--- src/rtl/cache_replacement.sv ---
// Replacement-state unit for a set-associative cache: NMRU, tree-PLRU or LFSR-random victim
// selection per line, with invalid ways always preferred over the policy choice.
module cache_replacement #(
  parameter int num_ways      = 4,
  parameter int lines_per_set = 16,
  parameter int mode          = 0
) (
  input  logic                             clk,
  input  logic                             rst,
  input  logic [$clog2(lines_per_set)-1:0] index_lo,
  input  logic                             cache_replacement_update,
  input  logic [num_ways-1:0]              hit_vector,
  input  logic [num_ways-1:0]              valid_vector,
  output logic [num_ways-1:0]              cache_replacement_select,
  output logic [$clog2(num_ways)-1:0]      cache_replacement_index
);

  localparam int iw = $clog2(lines_per_set);
  localparam int wb = $clog2(num_ways);

  logic [iw-1:0] index;
  logic [wb-1:0] acc_way;
  logic [wb-1:0] policy_way;
  logic [wb-1:0] victim;
  logic          wr_en;

  always_ff @(posedge clk) begin
    if (rst) index <= '0;
    else     index <= index_lo;
  end

  assign wr_en = cache_replacement_update && (|hit_vector);

  // Lowest set bit of the hit vector is the accessed way
  always_comb begin
    acc_way = '0;
    for (int i = num_ways - 1; i >= 0; i--)
      if (hit_vector[i]) acc_way = wb'(i);
  end

  generate
    if (mode == 0) begin : g_nmru
      logic [num_ways-1:0] mru [lines_per_set];
      logic [num_ways-1:0] cur;

      assign cur = mru[index];

      always_ff @(posedge clk) begin
        if (rst) begin
          for (int l = 0; l < lines_per_set; l++) mru[l] <= '0;
        end else if (wr_en) begin
          mru[index] <= num_ways'(1) << acc_way;
        end
      end

      // Empty MRU falls through to way 0
      always_comb begin
        policy_way = '0;
        for (int i = 0; i < num_ways; i++)
          if (cur[i]) policy_way = wb'((i + 1) % num_ways);
      end
    end else if (mode == 1) begin : g_plru
      logic [num_ways-2:0] tree [lines_per_set];
      logic [num_ways-2:0] cur;
      logic [num_ways-2:0] nxt;

      assign cur = tree[index];

      // Heap walk: node k has children 2k+1 (lower) and 2k+2 (upper)
      always_comb begin
        int  node;
        logic b;
        node       = 0;
        policy_way = '0;
        for (int lvl = 0; lvl < wb; lvl++) begin
          b = 1'b0;
          for (int k = 0; k < num_ways - 1; k++)
            if (k == node) b = cur[k];
          policy_way[wb-1-lvl] = b;
          node = 2 * node + 1 + (b ? 1 : 0);
        end
      end

      always_comb begin
        int  node;
        logic b;
        node = 0;
        nxt  = cur;
        for (int lvl = 0; lvl < wb; lvl++) begin
          b = acc_way[wb-1-lvl];
          for (int k = 0; k < num_ways - 1; k++)
            if (k == node) nxt[k] = ~b;
          node = 2 * node + 1 + (b ? 1 : 0);
        end
      end

      always_ff @(posedge clk) begin
        if (rst) begin
          for (int l = 0; l < lines_per_set; l++) tree[l] <= '0;
        end else if (wr_en) begin
          tree[index] <= nxt;
        end
      end
    end else begin : g_rand
      logic [15:0] lfsr;
      logic        unused_rand;

      // Galois form of x^16+x^14+x^13+x^11+1, shifting right
      always_ff @(posedge clk) begin
        if (rst) lfsr <= 16'h0001;
        else     lfsr <= {1'b0, lfsr[15:1]} ^ (lfsr[0] ? 16'hB400 : 16'h0000);
      end

      assign policy_way  = lfsr[wb-1:0];
      assign unused_rand = ^{index, acc_way, wr_en};
    end
  endgenerate

  always_comb begin
    victim = policy_way;
    for (int i = num_ways - 1; i >= 0; i--)
      if (!valid_vector[i]) victim = wb'(i);
  end

  assign cache_replacement_select = num_ways'(1) << victim;
  assign cache_replacement_index  = victim;

endmodule

--- config.mk ---
export PLATFORM = sky130hd
export DESIGN_NAME = cache_replacement
export DESIGN_NICKNAME = d
export VERILOG_FILES = /design/src/rtl/cache_replacement.sv
export SDC_FILE = /design/constraint.sdc
export NUM_CORES = 1
export LEC_CHECK = 0
export BUFFER_PORTS_ARGS = -buffer_cell sky130_fd_sc_hd__buf_2
export CORE_UTILIZATION = 55
export CTS_BUF_LIST = sky130_fd_sc_hd__clkbuf_2
export DETAILED_ROUTE_END_ITERATION = 10
export GPL_TIMING_DRIVEN = 0
export PLACE_DENSITY = 0.71
export SYNTH_ARGS = -nofsm -noshare
export SYNTH_HDL_FRONTEND = slang
export SYNTH_SLANG_ARGS = --single-unit
--- constraint.sdc ---
create_clock -name clk -period 2.9 [get_ports clk]
set_input_delay 0.58 -clock clk [delete_from_list [all_inputs] [get_ports clk]]
set_output_delay 0.58 -clock clk [all_outputs]
set_load 0.01 [all_outputs]
== Word-level counts from Yosys, hierarchy flattened ==
Memories as Yosys holds them, arrays and structs flattened. A register that Yosys moved wholly into a read port is not among the register bits.
Cells that the tools add are included.

* Bits in writable memories: 64
* Register bits after elaboration: 4
* Output and inout bits: 6
* Input port bits: 15
* Memories: 1
* Logic and storage cells: 28

{| class="wikitable"
|+ Memory list
! memory !! depth !! width !! rd ports !! clocked after Yosys merged registers in !! wr ports !! line !! RTL
|-
| g_nmru.mru || 16 || 4 || 1 || 1 || 16 || 43 || <nowiki>logic [num_ways-1:0] mru [lines_per_set];</nowiki>
|}

* Multiplexer cells: 21
* Shift operators: 2
* Reduce and logical (&&, ||, !) cells: 3

{| class="wikitable"
|+ Operators by type and width
! cell !! count
|-
| $mux W2 || 11
|-
| $mux W4 || 3
|-
| $reduce_or A4 Y1 || 2
|-
| $shl A1 B2 Y4 const A || 2
|-
| $mux W1 || 7
|-
| $logic_and A1 B1 Y1 || 1
|}

== Longest topological paths before layout ==
* Word-level depth: 9
* Gate-level depth with buffers: 8
* Mapped depth without buffers: 6

== Worst setup path before layout ==
Ideal clock, no wire load.

* Path kind: register -> output
* From: register index[0] (netlist name)
* To: output cache_replacement_select[2]
* Data required time: 2.320 ns
* Cell stages (with the launch flop): 7
* Data arrival time: 2.050 ns
* Slack: 0.270 ns
* Cell sequence: dfxtp_1 buf_6 mux4_1 mux2i_1 mux2i_1 a311oi_2 a21boi_1

{| class="wikitable"
|+ RTL lines
! what !! line !! RTL
|-
| end, declared || 14 || <nowiki>output logic [num_ways-1:0] cache_replacement_select,</nowiki>
|}

==> impl_metrics.toml <==
[global_route]
first_global_vias = 2041
grt_start_max_net_pins = 12
antenna_found_initial = 0
grt_pass1_wl_mm = 10.7
grtUsageTotal_pct = 24.6
grt_overflow = 0

[final_layout]
fin_util_pct = 65.2
area_growth_pct = 12.3
multi_input_area_um2 = 1180
fin_nets = 299
final_common_cell = "nor2_1"
antennaDiodeCount = 0
final_cell_mix = "68 x nor2_1, 64 x edfxtp_1, 23 x nand2_1"
layout-drive-gt1-share_pct = 22.5
final-seq-area_um2 = 2010
fillers = 471

[flow_run]
drv_cap = 0

[placement]
place.gp.congestion = 0.766
hpwl_mm = 4.55
portBuffers = 20

[worst_setup_path]
worstSetupPathType = "reg2out"
crit_required_ns = 2.32
cp_max_fo = 5
path_cells = "buf_8, mux4_1, mux2i_2, mux2i_2, a311oi_4, a21boi_2, buf_2"
cp_top_family = "multiplexers"
startpoint_type = "flip-flop"
critPathSlowestCell = "mux4_1"
crit-reg2reg-launch = "index[0]$_SDFF_PP0_"
cp-startpoint = "index[0]$_SDFF_PP0_"
worst_setup_path_end_kind = "output pin"
max_stage_delay_ns = 0.57
crit_arrival_ns = 2.70
crit_top_cell = "mux2i_2"
cp_num_buf_inv = 2

[pwr]
leakage_nw = 1.37
ir_worst_vdd_v = 0.000274
powerDensity_nw_per_um2 = 503
power.total_mw = 1.83

[die]
start_util_pct = 58.0
coreArea_um2 = 5570
ioPinCount = 21
fp.dieW_um = 78.7
die_area_um2 = 6190
die-height_um = 78.7
row_count = 27

[detailed_routing]
vias = 2070
drtPass1Iterations = 4
drt_iter0_markers = 181
routed_wl_mm = 6.77
viasPerCell = 5.73
ant_nets = 0
wl_per_cell_um = 18.7
drcViolationCount = 0

[status]
violations = "negative setup slack"
status = "finished, violations left"

[sta]
slew_headroom_pct = 54.5
fin_crit_ns = 3.28
rsz0062_at_grt = "yes"
worstMarginPinSlew_ns = 0.681
tns_ns = -1.89
fin_skew_ns = 0.0126
fin_crit_sh_pct = 113
drv_slew = 0
setup_ws_ns = -0.381
setup_viol = 6
hold_viol_final = 0
max_freq_mhz = 305

[clocking]
cts_htree_levels = 3
clk_latency_ns = 0.48
cts.clk_slew.worst_paths_ns = 0.17
cts_hold_buf = 0
root_buffer = "clkbuf_2"
cts_buffer_depth = 2
cts_tree = "done"
cts_sinks = 68
cts_buffers = 9

[logic_synthesis]
syn_nets = 260
yosysUniqueCellTypes = 36
yosysTopAreaCellShare_pct = 59.4
syn_avg_cell_area_um2 = 13.2
yosysWarnings = 0
synth-main-ff-cell = "edfxtp_1"
yosysTopAreaCell = "edfxtp_1"
ys_async_sr_fraction_pct = 0
synth_edf_count = 64
synth_area_um2 = 3240
ys_top_cells_by_area = "edfxtp_1 59%, mux4_1 11%, nor2_1 7.9%"
seq_area_frac_synth_pct = 61.9
synth_seq_cells = 68
synth_cells = 245

[hold_path]
min_path_type = "in2reg"
min_from = "index_lo[3]"
Yosys cell counts, drive strengths merged, types with 3 or more instances:
library cell and n:
a22oi 4, nor2 68, nand2 24, dfxtp 4
nor2b 6, clkbuf 9, mux2i 3, mux4 16
nor3 4, edfxtp 64, a21boi 3, nand2b 18
buf 4
sequential cells by signal, summed over array words and instances (netlist names):
signal	count
g_nmru.mru	64
index	4
kinds of logic (layout without fill, tap and decap cells):
group                  count (synthesis)  in the layout  share of synthesized area, %
AOI/OAI and AO/OA                     14             14                          4.02
and+or+nand+nor                      129            129                          18.1
DFF                                   68             68                          61.9
buffers and inverters                 15             59                          2.44
muxes                                 19             19                          13.6
power breakdown:
group	internal [mW]	switching (mW)	leakage (nW)
sequential	1.10	0.0117	0.722
combinational	0.0862	0.112	0.573
clock	0.210	0.308	0.0736
total	1.39	0.432	1.37
through the flow:
step / cell area, um2 / cells / setup slack (ns) / hold WS (ns)
2_1_floorplan: 3240 / 245 / 0.270 / 0.708
3_3_place_gp: 3430 / 337 / -0.117 / 0.788
3_5_place_dp: 3430 / 337 / -0.129 / 0.796
4_1_cts: 3600 / 360 / -0.369 / 0.286
5_1_grt: 3630 / 361 / -0.459 / 0.285
6_report: 3630 / 361 / -0.381 / 0.306
path summary, 6_finish.rpt:
kind	slack, ns	cells after the start	endpoint
worst max register to register	0.69	6	g_nmru.mru[9][0]$_SDFFCE_PN0P_
worst min register to register	0.98	3	g_nmru.mru[3][1]$_SDFFCE_PN0P_
worst max-delay path	-0.38	7	cache_replacement_select[2]
worst min-delay path	0.31	2	index[3]$_SDFF_PP0_
per-layer routing:
layer  wire [um]  up-vias  GRT usage, %
met5           0        -             0
met4         123        0          10.6
met3         451       11          4.60
met2        3340       70          39.7
met1        2850     1013          32.8
li1            -      976             -
repair_timing:
item,in CTS,in global routing
endpoints found under the setup margin,6,6
gates resized for setup,13,5
setup buffers,6,1
cloned,1,0
endpoints found under the hold margin,0,0
pin swaps,1,3
layout make-up:
type,instances,share of cell area [%]
Clock inverter,3,1.07
Buffer,13,2.17
Multi-Input combinational cell,162,32.5
Timing Repair Buffer,28,4.61
Inverter,2,0.207
Sequential cell,68,55.2
Clock buffer,13,1.79
Tap cell,72,2.48
Power figures use the tool's default switching activity.
